===== config.mk =====
export PLATFORM = sky130hd
export DESIGN_NAME = avalon_st_pkt_fifo
export DESIGN_NICKNAME = d
export VERILOG_FILES = /design/src/rtl/avalon_st_pkg.sv /design/src/rtl/sync_fifo_core.sv /design/src/rtl/avalon_st_pkt_fifo.sv
export SDC_FILE = /design/constraint.sdc
export NUM_CORES = 1
export LEC_CHECK = 0
export BUFFER_PORTS_ARGS = -buffer_cell sky130_fd_sc_hd__buf_2
export CAP_MARGIN = 20
export CORE_ASPECT_RATIO = 0.6
export CORE_UTILIZATION = 45
export DETAILED_ROUTE_END_ITERATION = 16
export HOLD_SLACK_MARGIN = 0.12
export SLEW_MARGIN = 10
export SYNTH_ARGS = -nofsm -noshare
export SYNTH_HDL_FRONTEND = slang
export SYNTH_SLANG_ARGS = --single-unit
export TNS_END_PERCENT = 20

===== constraint.sdc =====
create_clock -name clk -period 7.56 [get_ports clk]
set_input_delay 0.756 -clock clk [delete_from_list [all_inputs] [get_ports clk]]
set_output_delay 0.756 -clock clk [all_outputs]
set_load 0.01 [all_outputs]

===== src/rtl/avalon_st_pkg.sv =====
// Shared types and constants for the Avalon-ST packet FIFO.
package avalon_st_pkg;

  localparam int DEFAULT_DATA_BYTES = 8;
  localparam int DEFAULT_EMPTY_W    = $clog2(DEFAULT_DATA_BYTES);

  typedef struct packed {
    logic [DEFAULT_DATA_BYTES*8-1:0] data;
    logic [DEFAULT_EMPTY_W-1:0]      empty;
    logic                            sop;
    logic                            eop;
  } beat_t;

  localparam logic [1:0] CSR_LEVEL   = 2'd0;
  localparam logic [1:0] CSR_PKT_CNT = 2'd1;
  localparam logic [1:0] CSR_ERR_CNT = 2'd2;
  localparam logic [1:0] CSR_CTRL    = 2'd3;

  function automatic logic [31:0] sat_inc32(input logic [31:0] v);
    return (v == 32'hFFFF_FFFF) ? v : v + 32'd1;
  endfunction

endpackage


===== src/rtl/sync_fifo_core.sv =====
// Synchronous FIFO storage: array, extra-MSB pointers, full/empty and level,
// with a synchronous clear that empties the FIFO on the next edge.
module sync_fifo_core #(
  parameter int WIDTH = 8,
  parameter int DEPTH = 16
) (
  input  logic                     clk,
  input  logic                     reset_n,
  input  logic                     clr,
  input  logic                     push,
  input  logic                     pop,
  input  logic [WIDTH-1:0]         wdata,
  output logic [WIDTH-1:0]         rdata,
  output logic                     full,
  output logic                     empty,
  output logic [$clog2(DEPTH):0]   level
);

  localparam int AW = $clog2(DEPTH);

  logic [WIDTH-1:0] mem_r [DEPTH];
  logic [AW:0]      wr_ptr_r;
  logic [AW:0]      rd_ptr_r;

  // Pointer update; callers never push when full or pop when empty
  always_ff @(posedge clk or negedge reset_n) begin
    if (!reset_n) begin
      wr_ptr_r <= '0;
      rd_ptr_r <= '0;
    end else if (clr) begin
      wr_ptr_r <= '0;
      rd_ptr_r <= '0;
    end else begin
      if (push) wr_ptr_r <= wr_ptr_r + (AW+1)'(1);
      if (pop)  rd_ptr_r <= rd_ptr_r + (AW+1)'(1);
    end
  end

  // Storage write port
  always_ff @(posedge clk) begin
    if (push) mem_r[wr_ptr_r[AW-1:0]] <= wdata;
  end

  assign rdata = mem_r[rd_ptr_r[AW-1:0]];
  assign empty = (wr_ptr_r == rd_ptr_r);
  assign full  = (wr_ptr_r[AW] != rd_ptr_r[AW]) && (wr_ptr_r[AW-1:0] == rd_ptr_r[AW-1:0]);
  assign level = wr_ptr_r - rd_ptr_r;

endmodule


===== src/rtl/avalon_st_pkt_fifo.sv =====
// Avalon-ST packet FIFO with SOP/EOP framing checks and a small CSR bus.
// Optional build macro PKT_FIFO_ERR_DROP_EN drops orphan (non-SOP, out-of-packet) beats.
module avalon_st_pkt_fifo
  import avalon_st_pkg::*;
#(
  parameter int DATA_BYTES = DEFAULT_DATA_BYTES,
  parameter int DEPTH      = 16
) (
  input  logic                          clk,
  input  logic                          reset_n,
  input  logic [DATA_BYTES*8-1:0]       in_data,
  input  logic [$clog2(DATA_BYTES)-1:0] in_empty,
  input  logic                          in_valid,
  input  logic                          in_startofpacket,
  input  logic                          in_endofpacket,
  output logic                          in_ready,
  output logic [DATA_BYTES*8-1:0]       out_data,
  output logic [$clog2(DATA_BYTES)-1:0] out_empty,
  output logic                          out_valid,
  output logic                          out_startofpacket,
  output logic                          out_endofpacket,
  input  logic                          out_ready,
  input  logic [1:0]                    csr_address,
  input  logic                          csr_read,
  input  logic                          csr_write,
  input  logic [31:0]                   csr_writedata,
  output logic [31:0]                   csr_readdata,
  output logic                          csr_readdatavalid,
  output logic                          csr_waitrequest
);

  localparam int EW = $clog2(DATA_BYTES);
  localparam int BW = DATA_BYTES*8 + EW + 2;
  localparam int AW = $clog2(DEPTH);

  logic          full_s, empty_s;
  logic [AW:0]   level_s;
  logic [BW-1:0] rbeat_s;
  logic          accept_s, pop_s, wr_en_s, err_s, orphan_s, in_pkt_nxt_s;
  logic          err_clr_s, flush_set_s;
  logic [31:0]   rd_mux_s;
  logic          in_pkt_r, flush_r;
  logic [31:0]   pkt_count_r, err_count_r, readdata_r;
  logic          readdatavalid_r;
  logic          unused_wdata_s;

  assign unused_wdata_s = ^csr_writedata[31:1];

  sync_fifo_core #(.WIDTH(BW), .DEPTH(DEPTH)) u_core (
    .clk     (clk),
    .reset_n (reset_n),
    .clr     (flush_r),
    .push    (wr_en_s),
    .pop     (pop_s),
    .wdata   ({in_data, in_empty, in_startofpacket, in_endofpacket}),
    .rdata   (rbeat_s),
    .full    (full_s),
    .empty   (empty_s),
    .level   (level_s)
  );

  // Flush freezes both ports for its single cycle
  assign in_ready  = !full_s && !flush_r;
  assign out_valid = !empty_s && !flush_r;
  assign {out_data, out_empty, out_startofpacket, out_endofpacket} = rbeat_s;
  assign accept_s  = in_valid && in_ready;
  assign pop_s     = out_valid && out_ready;

  assign err_clr_s   = csr_write && (csr_address == CSR_ERR_CNT);
  assign flush_set_s = csr_write && (csr_address == CSR_CTRL) && csr_writedata[0];

  // Framing check, write enable and next packet state
  always_comb begin
    orphan_s     = !in_startofpacket && !in_pkt_r;
    err_s        = accept_s && ((in_startofpacket && in_pkt_r) || orphan_s);
`ifdef PKT_FIFO_ERR_DROP_EN
    wr_en_s      = accept_s && !orphan_s;
`else
    wr_en_s      = accept_s;
`endif
    in_pkt_nxt_s = in_pkt_r;
    if (flush_r) begin
      in_pkt_nxt_s = 1'b0;
    end else if (accept_s) begin
      if (in_endofpacket) begin
        in_pkt_nxt_s = 1'b0;
      end else if (in_startofpacket) begin
        in_pkt_nxt_s = 1'b1;
      end else begin
        in_pkt_nxt_s = in_pkt_r;
      end
    end else begin
      in_pkt_nxt_s = in_pkt_r;
    end
  end

  // Packet state and self-clearing flush request
  always_ff @(posedge clk or negedge reset_n) begin
    if (!reset_n) begin
      in_pkt_r <= 1'b0;
      flush_r  <= 1'b0;
    end else begin
      in_pkt_r <= in_pkt_nxt_s;
      flush_r  <= flush_set_s;
    end
  end

  // Forwarded-packet and framing-error counters; a clear still records a coincident error
  always_ff @(posedge clk or negedge reset_n) begin
    if (!reset_n) begin
      pkt_count_r <= 32'd0;
      err_count_r <= 32'd0;
    end else begin
      if (pop_s && out_endofpacket) pkt_count_r <= pkt_count_r + 32'd1;
      if (err_clr_s)   err_count_r <= {31'd0, err_s};
      else if (err_s)  err_count_r <= sat_inc32(err_count_r);
    end
  end

  // CSR read mux
  always_comb begin
    rd_mux_s = 32'd0;
    case (csr_address)
      CSR_LEVEL:   rd_mux_s = 32'(level_s);
      CSR_PKT_CNT: rd_mux_s = pkt_count_r;
      CSR_ERR_CNT: rd_mux_s = err_count_r;
      CSR_CTRL:    rd_mux_s = {31'd0, flush_r};
      default:     rd_mux_s = 32'd0;
    endcase
  end

  // Registered read response
  always_ff @(posedge clk or negedge reset_n) begin
    if (!reset_n) begin
      readdata_r      <= 32'd0;
      readdatavalid_r <= 1'b0;
    end else begin
      readdatavalid_r <= csr_read;
      if (csr_read) readdata_r <= rd_mux_s;
    end
  end

  assign csr_readdata      = readdata_r;
  assign csr_readdatavalid = readdatavalid_r;
  assign csr_waitrequest   = 1'b0;

endmodule


==> flow_metrics.py <==
metrics = {
    "power_and_ir_drop": {
        "powerDensity_nw_per_um2": 349,
        "cellLeakagePower_nw": 17.1,
        "total_power_mw": 18.6,
        "ir_worst_vdd_mv": 0.338,
    },
    "place": {
        "gp_congestion": 0.816,
        "placed_cells": 3644,
        "io_buffers": 181,
        "place_area_sq_um": 49800,
        "dp_hpwl_microns": 54100,
    },
    "global_route": {
        "grt_pass1_wl_microns": 156000,
        "grt_max_degree": 151,
        "overflow": 0,
        "grt_pass1_vias": 23400,
        "track_usage_pct": 20.2,
        "antenna_found_initial": 14,
    },
    "clock_tree": {
        "root_buffer": "clkbuf_16",
        "cts_buffer_depth": 3,
        "clkTransAtPathRegs_ps": 70,
        "cts_tree": "built",
        "numCtsBuffers": 110,
        "cts_num_sinks": 1213,
        "insertion_delay_ps": 710,
        "h-tree-depth": 3,
    },
    "floorplan": {
        "start_util_pct": 45.6,
        "die-height_microns": 252,
        "rows": 91,
        "fp.dieArea_sq_um": 106000,
        "die-width_microns": 419,
        "core_area_sq_um": 103000,
        "io_pins": 214,
    },
    "logic_synthesis": {
        "synth_area_per_cell_sq_um": 22.0,
        "synth_edf_count": 1104,
        "syn_area_sq_um": 47000,
        "syn_nets": 2262,
        "syn-instance-count": 2141,
        "yosysWarnings": 0,
        "async_flop_share_pct": 8.99,
        "synthFlopType": "edfxtp_1",
        "yosysSeqAreaShare_pct": 76.3,
        "synth_seq_cells": 1213,
        "yosysUniqueCellTypes": 55,
    },
    "final_layout": {
        "instances_no_fill": 3848,
        "mostFrequentLayoutCell": "edfxtp_1",
        "area_growth_pct": 13.4,
        "final_util_pct": 51.7,
        "nets": 2486,
        "layout_common_cells": "1104 x edfxtp_1, 343 x mux4_2, 181 x buf_2, 110 x clkbuf_16, 106 x dfrtp_1",
        "design_area_sq_um": 53300,
        "drive_above_1_share_pct": 30.7,
    },
    "worst_setup_path": {
        "setup.worst_path.start_class": "flop",
        "crit_required_ps": 6800,
        "path_buf_inv": 3,
        "crit_fanout": 48,
        "arrival_ps": 4570,
        "crit_type": "flop to primary output",
        "crit_family": "buffers and inverters",
        "cp_slowest_cell": "buf_4",
        "cp-end-kind": "primary output",
        "path_cells": "buf_4 > mux4_2 > o22ai_1 > o22a_1 > inv_1 > buf_2",
        "worst_path_largest_cell_delay_ps": 890,
    },
    "sta": {
        "maxSlewHeadroom_pct": 26.0,
        "tightest_slew_ps": 1110,
        "rsz0062_at_grt": "false",
        "setup_viol": 0,
        "max_freq_mhz": 188,
        "min_period_ps": 5330,
        "timing.hold.ws_ps": 393,
        "finClkSkew_ps": 15.3,
        "finalHoldViolCount": 0,
        "slew_violations": 0,
        "period_share_pct": 70.4,
    },
    "routing": {
        "drt_pass1_iterations": 6,
        "via_count": 22400,
        "routed_wl_microns": 105000,
        "wl_met3_microns": 5690,
        "met1_length_microns": 47600,
        "wire_per_inst_microns": 27.4,
        "drc": 0,
        "viasPerCell": 5.83,
        "postRouteAntennaNets": 0,
        "wl_met2_microns": 50400,
        "first_iter_violations": 2244,
        "topRoutingLayerUsed": "met5",
    },
    "job": {
        "maxCapViolations": 0,
    },
    "worst_hold_path": {
        "hold_path.class": "input pin to flop",
    },
    "status": {
        "status": "complete, no violations",
    },
}
-- cells by family after synthesis --
logic type / count (synthesis) / synth area share (%)
mux: 353 / 16.7
xor+xnor: 42 / 0.783
compound gates: 145 / 1.99
simple gates: 244 / 2.74
flops: 1213 / 76.3
buf+inv: 131 / 1.14
other cells: 1 / 0.00798
fa+ha+maj: 12 / 0.335
-- flip-flops by register name, summed over array words and instances, names as in the netlist --
name / count
err_count_r: 32
csr_readdata: 32
u_core.mem_r: 1104
flush_r: 1
u_core.wr_ptr_r: 5
csr_readdatavalid: 1
in_pkt_r: 1
u_core.rd_ptr_r: 5
pkt_count_r: 32
-- metrics by stage --
step / worst slack (ps) / TNS (ps)
2_1_floorplan: -635 / -87570
3_3_place_gp: 2360 / 0
3_5_place_dp: 2270 / 0
4_1_cts: 2130 / 0
5_1_grt: 1890 / 0
6_report: 2230 / 0
-- per-layer routing --
layer,track usage (%),vias up
met1,30.0,12100
met4,4.09,16
met2,31.7,662
met5,0,-
li1,-,9494
met3,3.65,136
-- timing repair --
action,in CTS,in global routing
hold buffers,1,0
buffers inserted,0,0
resized for setup,0,0
endpoints found under the hold margin,32,0
-- synthesized netlist by cell type, drive strengths merged, types with 2 or more instances --
cell type	instances	area (sq um)
a21o	2	15.0
a21oi	63	315
a22oi	27	203
and2	2	12.5
and3	14	87.6
and4	9	78.8
buf	39	189
clkbuf	73	274
dfrtp	109	2730
edfxtp	1104	33200
ha	11	138
inv	19	71.3
mux2	7	78.8
mux2i	3	30.0
mux4	343	7720
nand2	34	128
nand2b	7	43.8
nand3	35	175
nand3b	2	15.0
nand4	27	169
nor2	63	236
nor2b	3	18.8
nor3	11	60.1
nor4	8	56.3
o211ai	2	15.0
o21a	3	22.5
o21ai	11	55.1
o22ai	2	12.5
o311ai	2	17.5
o31ai	22	165
o41ai	2	17.5
or3	9	56.3
or4	18	135
xnor2	28	245
xor2	14	123
-- power breakdown --
group	switching (mW)	internal, mW	leakage [nW]	total [mW]
Clock	2.42	3.01	1.70	5.43
Combinational	2.54	2.42	4.02	4.95
Sequential	0.351	7.87	11.4	8.22
Total	5.31	13.3	17.1	18.6
-- worst paths after layout --
kind	startpoint	endpoint	slack, ps	cells past startpoint
worst max-delay path	u_core.rd_ptr_r[0]	out_endofpacket	2230	6
worst min register to register	pkt_count_r[31]	pkt_count_r[31]	470	1
max in group asynchronous	reset_n	err_count_r[20]	5650	3
worst max register to register	u_core.rd_ptr_r[1]	u_core.mem_r[5][25]	2940	8
worst min-delay path	csr_writedata[0]	flush_r	390	2
min in group asynchronous	reset_n	csr_readdata[26]	540	2
-- area by class of cell --
cell class	instances	area, sq um
flip-flops and latches	1213	35900
repair buffers	224	1410
fillers	8081	49800
clock inverters	57	541
well taps	1395	1750
clock buffers	142	2930
inverters	19	76.3
multi-input cells	797	10700
diodes	1	2.50
No activity file was read; power rests on OpenSTA's default activity.
